### config.mk
export PLATFORM = sky130hd
export DESIGN_NAME = lock_sequencer
export DESIGN_NICKNAME = d
export VERILOG_FILES = /design/src/rtl/lock_sequencer.sv
export SDC_FILE = /design/constraint.sdc
export NUM_CORES = 1
export LEC_CHECK = 0
export ABC_AREA = 1
export CAP_MARGIN = 20
export CORE_ASPECT_RATIO = 1.4
export CORE_MARGIN = 1.5
export CORE_UTILIZATION = 35
export CTS_CLUSTER_DIAMETER = 50
export DETAILED_ROUTE_END_ITERATION = 8
export SETUP_SLACK_MARGIN = 0.3
export SYNTH_ARGS = -nofsm -noshare
export SYNTH_HDL_FRONTEND = slang
export SYNTH_SLANG_ARGS = --single-unit
### constraint.sdc
create_clock -name clock -period 2.5 [get_ports clock]
set_clock_uncertainty 0.05 [all_clocks]
set_input_delay 0.25 -clock clock [delete_from_list [all_inputs] [get_ports clock]]
set_output_delay 0.25 -clock clock [all_outputs]
set_load 0.02 [all_outputs]
### src/rtl/lock_sequencer.sv
// lock_sequencer: automatic operator for the canal-lock controller.
// One boatReq walks one boat through the full transit. The sequencer
// first matches the arrival level, then cycles the arrival gate around
// the boat's entry. It then matches the departure level and cycles the
// departure gate around the boat's exit. A shared timeout counter parks
// the sequencer in FAULT, and only reset leaves that state.
// Build option: define LOCK_SEQ_SETTLE_EN to add a settle hold of
// SETTLE_CYC cycles between level equality and the gate pulse.

module lock_sequencer #(
  parameter int GATE_TIMEOUT  = 16,
  parameter int LEVEL_TIMEOUT = 64,
  parameter int BOAT_TIMEOUT  = 255,
  parameter int CNT_W         = 8
`ifdef LOCK_SEQ_SETTLE_EN
  ,
  parameter int SETTLE_CYC    = 4
`endif
) (
  input  logic       clock,
  input  logic       reset,
  input  logic       boatReq,
  input  logic [3:0] arrivOutsideLvl,
  input  logic [3:0] deptOutsideLvl,
  input  logic [3:0] insideWaterLvl,
  input  logic       arrivGate,
  input  logic       deptGate,
  input  logic       poundOccupied,
  output logic       incr,
  output logic       decr,
  output logic       gateCtrl,
  output logic       fiveMinTillArrival,
  output logic       busy,
  output logic       fault
);

  localparam logic [3:0] IDLE       = 4'd0;
  localparam logic [3:0] FILL_ARR   = 4'd1;
  localparam logic [3:0] OPEN_ARR   = 4'd2;
  localparam logic [3:0] WAIT_IN    = 4'd3;
  localparam logic [3:0] CLOSE_ARR  = 4'd4;
  localparam logic [3:0] FILL_DEP   = 4'd5;
  localparam logic [3:0] OPEN_DEP   = 4'd6;
  localparam logic [3:0] WAIT_OUT   = 4'd7;
  localparam logic [3:0] CLOSE_DEP  = 4'd8;
  localparam logic [3:0] FAULT      = 4'd9;
`ifdef LOCK_SEQ_SETTLE_EN
  localparam logic [3:0] SETTLE_ARR = 4'd10;
  localparam logic [3:0] SETTLE_DEP = 4'd11;
`endif

  logic [3:0]       state, stateNext;
  logic [CNT_W-1:0] cnt, cntNext, limit;
  logic [3:0]       target;
  logic             levelEq, levelLow, levelHigh, timedOut;
  logic             incrNext, decrNext, gateNext, fiveNext;

  // Pick the outside level the current fill phase has to match (tracked live, not latched).
  always_comb begin
    target = arrivOutsideLvl;
    if (state == FILL_DEP) target = deptOutsideLvl;
`ifdef LOCK_SEQ_SETTLE_EN
    if (state == SETTLE_DEP) target = deptOutsideLvl;
`endif
  end

  assign levelEq   = (insideWaterLvl == target);
  assign levelLow  = (insideWaterLvl <  target);
  assign levelHigh = (insideWaterLvl >  target);

  // Select the wait budget for the current state; the last allowed cycle is limit.
  always_comb begin
    limit = CNT_W'(GATE_TIMEOUT - 1);
    case (state)
      FILL_ARR, FILL_DEP: limit = CNT_W'(LEVEL_TIMEOUT - 1);
      WAIT_IN, WAIT_OUT:  limit = CNT_W'(BOAT_TIMEOUT - 1);
      default:            limit = CNT_W'(GATE_TIMEOUT - 1);
    endcase
  end

  assign timedOut = (cnt == limit);

  // Next-state and next-command decode; commands are registered together with the state.
  always_comb begin
    // NOTE: every signal written here gets a default first, so no path can infer a latch.
    stateNext = state;
    cntNext   = cnt + 1'b1;
    incrNext  = 1'b0;
    decrNext  = 1'b0;
    gateNext  = 1'b0;
    fiveNext  = fiveMinTillArrival;
    case (state)
      IDLE: begin
        cntNext = '0;
        if (boatReq) begin
          stateNext = FILL_ARR;
          fiveNext  = 1'b1;
        end
      end
      FILL_ARR, FILL_DEP: begin
        if (levelEq) begin
`ifdef LOCK_SEQ_SETTLE_EN
          stateNext = (state == FILL_ARR) ? SETTLE_ARR : SETTLE_DEP;
`else
          stateNext = (state == FILL_ARR) ? OPEN_ARR : OPEN_DEP;
          gateNext  = 1'b1;
`endif
        end else if (timedOut) begin
          stateNext = FAULT;
        end else begin
          incrNext = levelLow;
          decrNext = levelHigh;
        end
      end
`ifdef LOCK_SEQ_SETTLE_EN
      SETTLE_ARR, SETTLE_DEP: begin
        if (!levelEq) begin
          stateNext = (state == SETTLE_ARR) ? FILL_ARR : FILL_DEP;
        end else if (cnt == CNT_W'(SETTLE_CYC - 1)) begin
          stateNext = (state == SETTLE_ARR) ? OPEN_ARR : OPEN_DEP;
          gateNext  = 1'b1;
        end
      end
`endif
      // Gate states ignore status during the pulse cycle, so a gate that was
      // already in position gets toggled away and then times out.
      OPEN_ARR: begin
        if (!gateCtrl && arrivGate) stateNext = WAIT_IN;
        else if (timedOut)          stateNext = FAULT;
      end
      WAIT_IN: begin
        if (poundOccupied) begin
          stateNext = CLOSE_ARR;
          gateNext  = 1'b1;
        end else if (timedOut) begin
          stateNext = FAULT;
        end
      end
      CLOSE_ARR: begin
        if (!gateCtrl && !arrivGate) begin
          stateNext = FILL_DEP;
          fiveNext  = 1'b0;
        end else if (timedOut) begin
          stateNext = FAULT;
        end
      end
      OPEN_DEP: begin
        if (!gateCtrl && deptGate) stateNext = WAIT_OUT;
        else if (timedOut)         stateNext = FAULT;
      end
      WAIT_OUT: begin
        if (!poundOccupied) begin
          stateNext = CLOSE_DEP;
          gateNext  = 1'b1;
        end else if (timedOut) begin
          stateNext = FAULT;
        end
      end
      CLOSE_DEP: begin
        if (!gateCtrl && !deptGate) stateNext = IDLE;
        else if (timedOut)          stateNext = FAULT;
      end
      FAULT: begin
        cntNext = cnt;
      end
      default: begin
        stateNext = IDLE;
        fiveNext  = 1'b0;
      end
    endcase
    if (stateNext == FAULT) begin
      incrNext = 1'b0;
      decrNext = 1'b0;
      gateNext = 1'b0;
      fiveNext = 1'b0;
    end
    if (stateNext != state) cntNext = '0;
  end

  // State, timeout counter and command registers.
  always_ff @(posedge clock or negedge reset) begin
    if (!reset) begin
      state              <= IDLE;
      cnt                <= '0;
      incr               <= 1'b0;
      decr               <= 1'b0;
      gateCtrl           <= 1'b0;
      fiveMinTillArrival <= 1'b0;
    end else begin
      // NOTE: non-blocking assignments, so every register samples pre-edge values.
      state              <= stateNext;
      cnt                <= cntNext;
      incr               <= incrNext;
      decr               <= decrNext;
      gateCtrl           <= gateNext;
      fiveMinTillArrival <= fiveNext;
    end
  end

  assign busy  = (state != IDLE);
  assign fault = (state == FAULT);

endmodule

==> reports/metrics.cfg <==
[synth]
synth_seq_cells = 16
synth_top_area_frac = 0.316
synth_edf_count = 0
synth_area_leader_cell = dfrtp_1
yosysSeqAreaShare = 0.316
synth.area.top_cells = dfrtp_1, nand2_1, nand3_1
synthCells = 189
syn-num-nets = 212
synth_cell_type_count = 30
synthesis.area_mm2 = 0.00127
avgSynthCellArea_um2 = 6.70
ys.flop_type = dfrtp_1
synthArstFlopShare = 1.00
yosys_warnings = 0

[floorplanning]
std_cell_rows = 25
dieHeight_um = 74.2
die_x_um = 53.8
core_mm2 = 0.00341
start_util = 0.371
io_pins = 24
dieArea_mm2 = 0.00399

[sta]
worst_pin_slew_ns = 0.771
report.final.slew_viol_count = 0
rsz0062_at_grt = true
max_freq_mhz = 409
setup_viol = 0
period_share = 0.978
finalWorstSetupSlack_ns = 0.0547
fin_crit_ns = 2.45
holdWs_ns = 0.391
hold_violations = 0
finalSetupTns_ns = 0
relSlewSlack = 0.485

[cts]
max-clock-path-buffers = 2
clock_latency_ns = 0.26
cts.sinks = 16
root_buffer = clkbuf_8
path_clk_slew_ns = 0.07
cts_buffers = 3
htreeDepth = 1
tritoncts = yes

[global_route]
grt-ovfl-total = 0
grt_max_degree = 17
grt_pass1_wl_um = 5870
grt_usage = 0.199
grt_pass1_vias = 1368
antenna_found_initial = 0

[drt]
via_per_inst = 5.29
drc = 0
final_antenna_net_count = 0
wl_met2_um = 2040
dr.pass1.iters = 4
vias = 1397
wl_met1_um = 1320
wire_per_inst_um = 13.6
first_iter_violations = 52
finalWirelength_um = 3590
wl_met3_um = 145
highest_layer = met4

[critical_path]
crit_chain = nor2_4, inv_2, nor2_4, mux2_4, ha_4, nand2_2, inv_2, nand2_2, nand2_2, nand2_1, nor2_1, nand3_1, nand2_1, nand3_1, a21oi_2, nand3_4, nor2_2
crit_path_end_kind = flop
cp_slowest_stage_delay_ns = 0.41
critPathKind = reg -> reg
crit_path_frequent_cell = nand2_2
start_kind = flop
arrival_ns = 2.58
crit_path_max_fanout = 8
cpMaxStageDelayCell = dfrtp_1
reg2reg_depth = 17
critPathRequiredTime_ns = 2.64

[cells_and_area]
drive_gt1_frac = 0.183
n_antenna_cell = 0
syn2layout_area_growth_pct = 36.3
fin_area_mm2 = 0.00173
final_cells = 264
nets = 248
utilization = 0.506

[pwr]
finalPower_mw = 1.44
p_int_uw = 791
p_sw_frac = 0.451
p_switching_uw = 649
power_leakage_nw = 0.856
powerDensity_mw_per_mm2 = 835
power_frac_comb = 0.595
seqPwrFrac = 0.240
p_clk_frac = 0.165
ir_drop_v = 0.000428

[flow_run]
cap_violations = 0

[place]
place_ws_ns = 0.0602
io_buffers = 23
gp_congestion = 0.911
placed_cell_area_mm2 = 0.00162
place_inst = 259
place_hpwl_um = 2860

[status]
status = complete, no violations

[hold_path]
hold_class = in -> async

-- synthesized netlist by cell type, types with 2 or more instances --
master and number:
nand3_2 2, inv_1 27, nand2_1 46, dfrtp_1 16, nand3_1 21, ha_1 5, nor3_1 2, o21ai_0 8
a22oi_1 2, mux2i_1 3, a21oi_1 5, inv_2 3, nor2_1 26, nor2_2 4, nand4_1 4
-- cells in the final DEF (no fill, tap or decap), types with 2 or more instances in the layout --
| master | n |
|---|---|
| inv_1 | 24 |
| o21ai_0 | 8 |
| dfrtp_1 | 16 |
| clkdlybuf4s50_1 | 21 |
| a21oi_1 | 4 |
| nand3_2 | 2 |
| ha_1 | 4 |
| dlygate4sd2_1 | 2 |
| nor2_2 | 6 |
| nor2_1 | 21 |
| clkbuf_8 | 4 |
| nand2_1 | 43 |
| nor2_4 | 4 |
| inv_2 | 6 |
| nand2_2 | 4 |
| buf_4 | 8 |
| mux2i_1 | 3 |
| nor3_1 | 2 |
| nand3_1 | 21 |
| nand4_1 | 4 |
-- metal layers --
metal / vias to the layer above / global-route usage
met3: 10 / 0.0201
met5: - / 0
met1: 657 / 0.211
met2: 39 / 0.394
li1: 691 / -
met4: 0 / 0.0598
-- what timing repair did --
action                                 4_1_cts  5_1_grt
buffers inserted                             1        0
pin swaps                                    1        3
hold buffers                                 0        0
resized for setup                            8        6
setup endpoints to repair                   11       12
endpoints found under the hold margin        0        0
-- cell type report --
cell class	instances	area, um2
Multi-Input combinational cell	142	808
Timing Repair Buffer	32	299
Sequential cell	16	400
Clock buffer	4	55.1
Inverter	30	113
Fill cell	338	1680
Tap cell	40	50.0
-- path summary, 6_finish.rpt --
path	slack [ns]	from	endpoint
max	0.05	state[3]	cnt[7]
min	0.39	reset	cnt[4]
max reg2reg	0.05	state[3]	cnt[7]
min reg2reg	0.54	fiveMinTillArrival	fiveMinTillArrival
max in group asynchronous	1.52	reset	cnt[1]
min in group clock	0.54	fiveMinTillArrival	fiveMinTillArrival
-- power by group through the flow --
| stage | clock, mW | combinational (mW) | sequential [mW] |
|---|---|---|---|
| floorplan | 0 | 0.481 | 0.375 |
| global placement | 0 | 0.787 | 0.348 |
| detailed placement | 0 | 0.801 | 0.350 |
| CTS | 0.235 | 0.844 | 0.345 |
| global route | 0.250 | 0.944 | 0.351 |
| finish | 0.238 | 0.857 | 0.346 |
-- registers in the layout, indices dropped and copies added (netlist names) --
register / flops
gateCtrl: 1
incr: 1
cnt: 8
decr: 1
state: 4
fiveMinTillArrival: 1
-- critical path, delay by kind of cell, from the launching register on --
kind	cells	cell delay, ns
fa+ha+maj	1	0.26
compound gates	1	0.17
flops	1	0.41
mux	1	0.33
buf+inv	2	0.09
simple gates	12	1.06
-- kinds of logic (layout without fill, tap and decap cells) --
kind of cell,count (synthesis),count (layout),synth area share
muxes,4,4,0.0326
adders and majority gates,5,5,0.0494
DFF,16,16,0.316
buffers and inverters,31,66,0.0929
and+or+nand+nor,111,111,0.403
AOI/OAI and AO/OA,22,22,0.106
Note: power is estimated with default switching activity, not from simulation.
